## config.mk

```make
export PLATFORM = sky130hd
export DESIGN_NAME = home_sensor_scanner
export DESIGN_NICKNAME = d
export VERILOG_FILES = /design/src/rtl/home_sensor_scanner.sv
export SDC_FILE = /design/constraint.sdc
export NUM_CORES = 1
export LEC_CHECK = 0
export CAP_MARGIN = 40
export CORE_ASPECT_RATIO = 1.5
export CORE_UTILIZATION = 46
export CTS_CLUSTER_SIZE = 8
export DETAILED_ROUTE_END_ITERATION = 12
export HOLD_SLACK_MARGIN = 0.12
export PLACE_DENSITY = 0.85
export SETUP_SLACK_MARGIN = 0.15
export SKIP_CTS_REPAIR_TIMING = 1
export SYNTH_ARGS = -nofsm -noshare
export SYNTH_HDL_FRONTEND = slang
export SYNTH_SLANG_ARGS = --single-unit
```

## constraint.sdc

```tcl
create_clock -name Clk -period 4.1 [get_ports Clk]
set_clock_uncertainty 0.2 [all_clocks]
set_input_delay 0.41 -clock Clk [delete_from_list [all_inputs] [get_ports Clk]]
set_output_delay 0.41 -clock Clk [all_outputs]
set_load 0.05 [all_outputs]
```

## src/rtl/home_sensor_scanner.sv

```systemverilog
// Round-robin home sensor scanner: NUM_DIG digital slots plus one temperature slot,
// with dwell timing, masking, sticky acknowledgeable events and hysteresis climate control.
module home_sensor_scanner #(
    parameter int NUM_DIG   = 4,
    parameter int TEMP_W    = 7,
    parameter int T_LOW     = 50,
    parameter int T_HIGH    = 70,
    parameter int HYST      = 2,
    parameter int DWELL     = 1,
    parameter int CLIM_HOLD = 0,
    parameter int DISP_W    = 3,
    localparam int SLOT_W   = $clog2(NUM_DIG + 1)
) (
    input  logic               Clk,
    input  logic               Rst,
    input  logic [NUM_DIG-1:0] Sens,
    input  logic [NUM_DIG-1:0] Mask,
    input  logic [NUM_DIG-1:0] Ack,
    input  logic [TEMP_W-1:0]  ST,
    output logic [NUM_DIG-1:0] act,
    output logic               heater,
    output logic               cooler,
    output logic [NUM_DIG-1:0] evt,
    output logic               any_evt,
    output logic [DISP_W-1:0]  display,
    output logic [SLOT_W-1:0]  slot
);

    typedef enum logic [1:0] {
        CLIM_IDLE,
        CLIM_HEAT,
        CLIM_COOL
    } clim_t;

    localparam int DW_W = (DWELL > 1) ? $clog2(DWELL) : 1;
    localparam logic [DW_W-1:0]   DWELL_LAST = DW_W'(DWELL - 1);
    localparam logic [SLOT_W-1:0] TEMP_SLOT  = SLOT_W'(NUM_DIG);
    localparam logic [TEMP_W:0]   HEAT_ON    = (TEMP_W + 1)'(T_LOW);
    localparam logic [TEMP_W:0]   COOL_ON    = (TEMP_W + 1)'(T_HIGH);
    localparam logic [TEMP_W:0]   HEAT_OFF   = (TEMP_W + 1)'(T_LOW + HYST);
    localparam logic [TEMP_W:0]   COOL_OFF   = (TEMP_W + 1)'(T_HIGH - HYST);

    logic [DW_W-1:0]    dwell_q, dwell_d;
    logic [SLOT_W-1:0]  slot_d;
    clim_t              clim_q, clim_d;
    logic [NUM_DIG-1:0] act_d, evt_d, evt_set;
    logic [DISP_W-1:0]  disp_d;
    logic               heat_q, heat_d, cool_q, cool_d;
    logic [TEMP_W:0]    st_x;

    assign st_x = {1'b0, ST};

    // NOTE: every signal gets a default before any branch so no latch is inferred.
    always_comb begin
        dwell_d = dwell_q;
        slot_d  = slot;
        clim_d  = clim_q;
        act_d   = act;
        disp_d  = display;
        heat_d  = heat_q;
        cool_d  = cool_q;
        evt_set = '0;

        if (dwell_q == DWELL_LAST) begin
            dwell_d = '0;
            slot_d  = (slot == TEMP_SLOT) ? '0 : slot + 1'b1;
        end else begin
            dwell_d = dwell_q + 1'b1;
        end

        // Inputs only matter on the first edge of a slot; results hold for the rest.
        if (dwell_q == '0) begin
            act_d  = '0;
            disp_d = '0;
            heat_d = 1'b0;
            cool_d = 1'b0;
            if (slot == TEMP_SLOT) begin
                unique case (clim_q)
                    CLIM_IDLE: begin
                        if (st_x < HEAT_ON)      clim_d = CLIM_HEAT;
                        else if (st_x > COOL_ON) clim_d = CLIM_COOL;
                    end
                    CLIM_HEAT: if (st_x >= HEAT_OFF) clim_d = CLIM_IDLE;
                    CLIM_COOL: if (st_x <= COOL_OFF) clim_d = CLIM_IDLE;
                    default:   clim_d = CLIM_IDLE;
                endcase
                heat_d = (clim_d == CLIM_HEAT);
                cool_d = (clim_d == CLIM_COOL);
                if (heat_d)      disp_d = DISP_W'(NUM_DIG + 1);
                else if (cool_d) disp_d = DISP_W'(NUM_DIG + 2);
            end else begin
                for (int i = 0; i < NUM_DIG; i++) begin
                    if (slot == SLOT_W'(i) && Sens[i] && !Mask[i]) begin
                        act_d[i]   = 1'b1;
                        evt_set[i] = 1'b1;
                        disp_d     = DISP_W'(i + 1);
                    end
                end
            end
        end

        // A new hit outranks an acknowledge on the same edge.
        evt_d = (evt & ~Ack) | evt_set;
    end

    // NOTE: sequential state uses non-blocking assignments so all registers see pre-edge values.
    always_ff @(negedge Clk) begin
        if (!Rst) begin
            dwell_q <= '0;
            slot    <= '0;
            clim_q  <= CLIM_IDLE;
            act     <= '0;
            display <= '0;
            heat_q  <= 1'b0;
            cool_q  <= 1'b0;
            evt     <= '0;
            any_evt <= 1'b0;
        end else begin
            dwell_q <= dwell_d;
            slot    <= slot_d;
            clim_q  <= clim_d;
            act     <= act_d;
            display <= disp_d;
            heat_q  <= heat_d;
            cool_q  <= cool_d;
            evt     <= evt_d;
            any_evt <= |evt_d;
        end
    end

    assign heater = (CLIM_HOLD != 0) ? (clim_q == CLIM_HEAT) : heat_q;
    assign cooler = (CLIM_HOLD != 0) ? (clim_q == CLIM_COOL) : cool_q;

endmodule
```

==> out/results.txt <==
The flow ran to the end, and the final reports show no timing, DRC or antenna violations. The number of slew-limit violations in the final report was 0. CTS placed an instance of sky130_fd_sc_hd__clkbuf_4 at the clock tree root.

Termination of the worst setup path: display[2]$_SDFFE_NN0N_. Setup violations remaining at the end of the flow were counted as 0. The routed layout has 1062 vias. The number of buffers inserted by port buffering was 37. In this run the power spent charging and discharging nets is 0.164 mW.

The path length in cells of the critical path came out at 8. The proportion of synthesized chip area in sequential cells came out at 0.398. Setup repair after global routing could not meet its margin everywhere. After clock tree synthesis, the clock-pin slew on the worst setup and hold paths is 0.04 ns. The worst setup path is launched from an input port. For the worst-skew pair, the clock arrives at the later sink with an insertion delay of 0.38 ns. The die outline area is 0.00238 sq mm, and the wire length of the first global-routing pass is 4060 microns. The fraction of the mapped netlist area in simple logic gates was 0.248; the sequential fraction of design power was 0.446. Walking the worst path, the cells encountered are buf_6 -> maj3_2 -> a2111oi_4 -> or3b_4 -> inv_4 -> ha_4 -> o21ai_2 -> o221a_2. Buffers inserted during clock tree synthesis total 3.

The worst ir drop on vdd is 239 uV, and the stage delay of the slowest cell on the critical path is 0.38 ns. For the total global routing track utilization, the log shows 0.245. Counting cells, the worst reg-to-reg path comes to 7. Data on the critical path is required at its endpoint by 2.11 ns.

The logs give 0.767 for the share of the core filled with cells in the final layout and 0.303 mW for the internal cell power. The number of design-rule violations left by the first detailed-router iteration was 20; the horizontal die dimension was 40.2 microns. Entering global routing, the biggest net connects 20 pins. The count of nets left with antenna violations once routing finished came out at 0.

The number of endpoints with negative hold slack in the final report was 0. For this run, design rule violations remaining after detail routing come to 0. Synthesis produced 114 cells. The maximum fanout along the worst path works out to 2. The most used flip-flop cell after synthesis is sky130_fd_sc_hd__dfxtp_1.

The slew of the pin with the lowest slew margin is 0.720 ns, and the net switching fraction of the power is 0.352. The master of the slowest instance on the critical path was sky130_fd_sc_hd__a2111oi_4. The tools report the type of destination of the critical path as a flip-flop. A synthesized cell averages 8.84 sq um. The normalized max-slew margin is 0.519, and the total core area is 0.00205 sq mm. In this run, synthesis produced a sequential element count of 20.

The run gives 207 as the layout net count. The tools report the last weighted congestion value of the routability-driven placer as 0.796. The fraction of post-synthesis cell area in the top cell type by area is 0.398, and the area of the mapped netlist is 0.00101 sq mm.

In the post-synthesis netlist, the cell with the most instances is sky130_fd_sc_hd__dfxtp_1. The share of final-layout standard cells stronger than drive strength 1 came out at 0.244. TritonCTS built the clock tree. Pin placement for this block handled 38 I/O pins. Cell taking the most area after synthesis: sky130_fd_sc_hd__dfxtp_1. The XOR/XNOR share of the synthesized area works out to 0. The average routed wire per standard cell works out to 14.0 microns. After synthesis, the largest family of logic cells by area is simple AND/OR/NAND/NOR gates.

No sink is reached through more buffers than the 2 on the longest clock path. Dividing the detail-routed via count by the number of cells gives 5.36. The run gives 20 as the clock sink total. Endpoint arrival time on the critical path: 2.01 ns. The number of H-tree levels was 1; the fraction of registers with async set/reset was 0. Ranked by total cell area, the synthesized netlist is headed by sky130_fd_sc_hd__dfxtp_1, sky130_fd_sc_hd__ha_1, sky130_fd_sc_hd__nor2b_1. Proportion of power drawn by the clock network: 0.371. The critical path is of the in2reg type. For the number of warnings printed during yosys synthesis, the log shows 0. The startpoint identified for the worst register-to-register timing path is clim_q[1]$_SDFFE_NN0P_.

The number of buffers and inverters on the critical path is 2. The logs give 0 for the remaining global-route overflow and 0 for the max-capacitance violation count. The repair_antennas step left the layout with diodes totalling 0. The initial antenna violation count is 0.

Once detailed placement completed, the half-perimeter wirelength came to 1900 microns. The floorplan has 20 rows. The run gives 0.491 as the starting utilization of the core area. Gate family responsible for the most delay along the worst path: compound AO/OA/AOI/OAI gates.

The final layout contains routed wiring with a total length of 2770 microns. On the final layout, the worst hold slack is 0.279 ns. The class of the tightest hold or removal check is reg2reg. Summed over all cells, the static leakage comes to 0.802 nW.

The height of the die is 59.3 microns, and the count of unique library cells instantiated by Yosys is 32. Counting instances in the post-synthesis netlist gives the leading cell types as sky130_fd_sc_hd__dfxtp_1, sky130_fd_sc_hd__nand2_1, sky130_fd_sc_hd__a21oi_1, sky130_fd_sc_hd__inv_1, sky130_fd_sc_hd__nor2b_1. Combinational fraction of design power: 0.183.

The most critical setup path has its startpoint at ST[0]. Across all register-to-register paths, the minimum setup slack is 1.93 ns. The run gives 156 as the count of filler cells inserted in the layout. The number of synthesized flops with an enable pin was 0; the multiplexer fraction of the synthesized cell area was 0. The count of TritonRoute iterations in the first routing pass is 4, and the area share of fa/ha/maj cells after synthesis is 0.109.

The power per unit of standard cell area is 297 mW/mm^2. The tools report the capturing point of the worst reg2reg path as display[2]$_SDFFE_NN0N_. The compound-cell area share of the yosys netlist was 0.178. Counting every net in the synthesized netlist gives 143.

Compared with the post-synthesis result, the final layout area differs by 56.3%. The number of global-route vias before repair came out at 1050.
-- cell type report --
class | count | area [sq um] | share of cell area
sequential | 20 | 400 | 0.254
clock inverter | 20 | 75.1 | 0.0477
clock buffer | 3 | 22.5 | 0.0143
multi-input combinational | 80 | 613 | 0.390
tap | 22 | 27.5 | 0.0175
timing repair buffer | 45 | 403 | 0.256
inverter | 8 | 32.5 | 0.0207
-- how the worst min path moves through the flow --
stage / cells after the start / endpoint / startpoint / slack, ns
detailed placement: 1 / display[0]$_SDFFE_NN0N_ / display[0]$_SDFFE_NN0N_ / 0.27
floorplan: 1 / clim_q[1]$_SDFFE_NN0P_ / clim_q[0]$_SDFFE_NN0P_ / 0.26
finish: 1 / display[0]$_SDFFE_NN0N_ / display[0]$_SDFFE_NN0N_ / 0.28
global route: 1 / display[0]$_SDFFE_NN0N_ / display[0]$_SDFFE_NN0N_ / 0.31
CTS: 1 / display[0]$_SDFFE_NN0N_ / display[0]$_SDFFE_NN0N_ / 0.28
global placement: 2 / act[2]$_SDFFE_NN0N_ / act[2]$_SDFFE_NN0N_ / 0.27
-- worst reg2reg max path, cell delays in order, from the launching register on --
cell                        delay, ns
sky130_fd_sc_hd__dfxtp_1         0.34
sky130_fd_sc_hd__maj3_2          0.35
sky130_fd_sc_hd__a2111oi_4       0.38
sky130_fd_sc_hd__or3b_4          0.21
sky130_fd_sc_hd__inv_4           0.04
sky130_fd_sc_hd__ha_4            0.25
sky130_fd_sc_hd__o21ai_2         0.05
sky130_fd_sc_hd__o221a_2         0.25
-- metrics by stage --
stage	instances	setup TNS [ns]	cell area [sq um]	total power, mW	worst slack, ns
5_1_grt	198	0	1570	0.494	0.0811
6_report	198	0	1570	0.467	0.107
3_5_place_dp	176	-2.96	1420	0.323	-0.575
3_3_place_gp	176	-2.43	1420	0.320	-0.496
4_1_cts	198	-0.763	1510	0.469	-0.181
2_1_floorplan	114	-0.0282	1030	0.284	-0.0282
-- layer usage --
layer | track usage | share of wire
met1 | 0.217 | 0.38
met2 | 0.435 | 0.55
met3 | 0.0714 | 0.041
met4 | 0.171 | 0.027
met5 | 0 | 0
-- sequential cells by signal, summed over array words and instances (netlist names) --
signal   cells
dwell_q      1
display      3
any_evt      1
act          4
clim_q       2
slot         3
heater       1
cooler       1
evt          4
-- power groups by stage --
stage | clock network [mW] | logic [mW] | registers (mW)
after floorplan | 0.0314 | 0.0280 | 0.225
after global placement | 0.0314 | 0.0779 | 0.211
after detailed placement | 0.0314 | 0.0803 | 0.211
after CTS | 0.180 | 0.0806 | 0.208
after global routing | 0.194 | 0.0918 | 0.208
final | 0.173 | 0.0856 | 0.208
-- placed cells by master (no fill, tap or decap), drive strengths merged, types with 2 or more instances in the layout --
cell | synthesis | routed
inv | 9 | 28
buf | 2 | 27
dfxtp | 20 | 20
clkdlybuf4s50 | 0 | 13
nand2 | 10 | 10
nor2b | 9 | 9
a21oi | 9 | 9
ha | 8 | 8
and2 | 6 | 6
o21ai | 6 | 6
dlymetal6s2s | 0 | 5
nor3 | 4 | 4
nand3b | 3 | 3
clkbuf | 3 | 3
and3 | 3 | 3
a21boi | 3 | 3
o41ai | 2 | 2
nor2 | 2 | 2
and3b | 2 | 2
o21a | 2 | 2
-- cell families after synthesis --
group,after synthesis
DFF,20
AOI/OAI and AO/OA,27
adders and majority gates,9
and+or+nand+nor,43
buffers and inverters,14
other,1
Power figures use the tool's default switching activity.
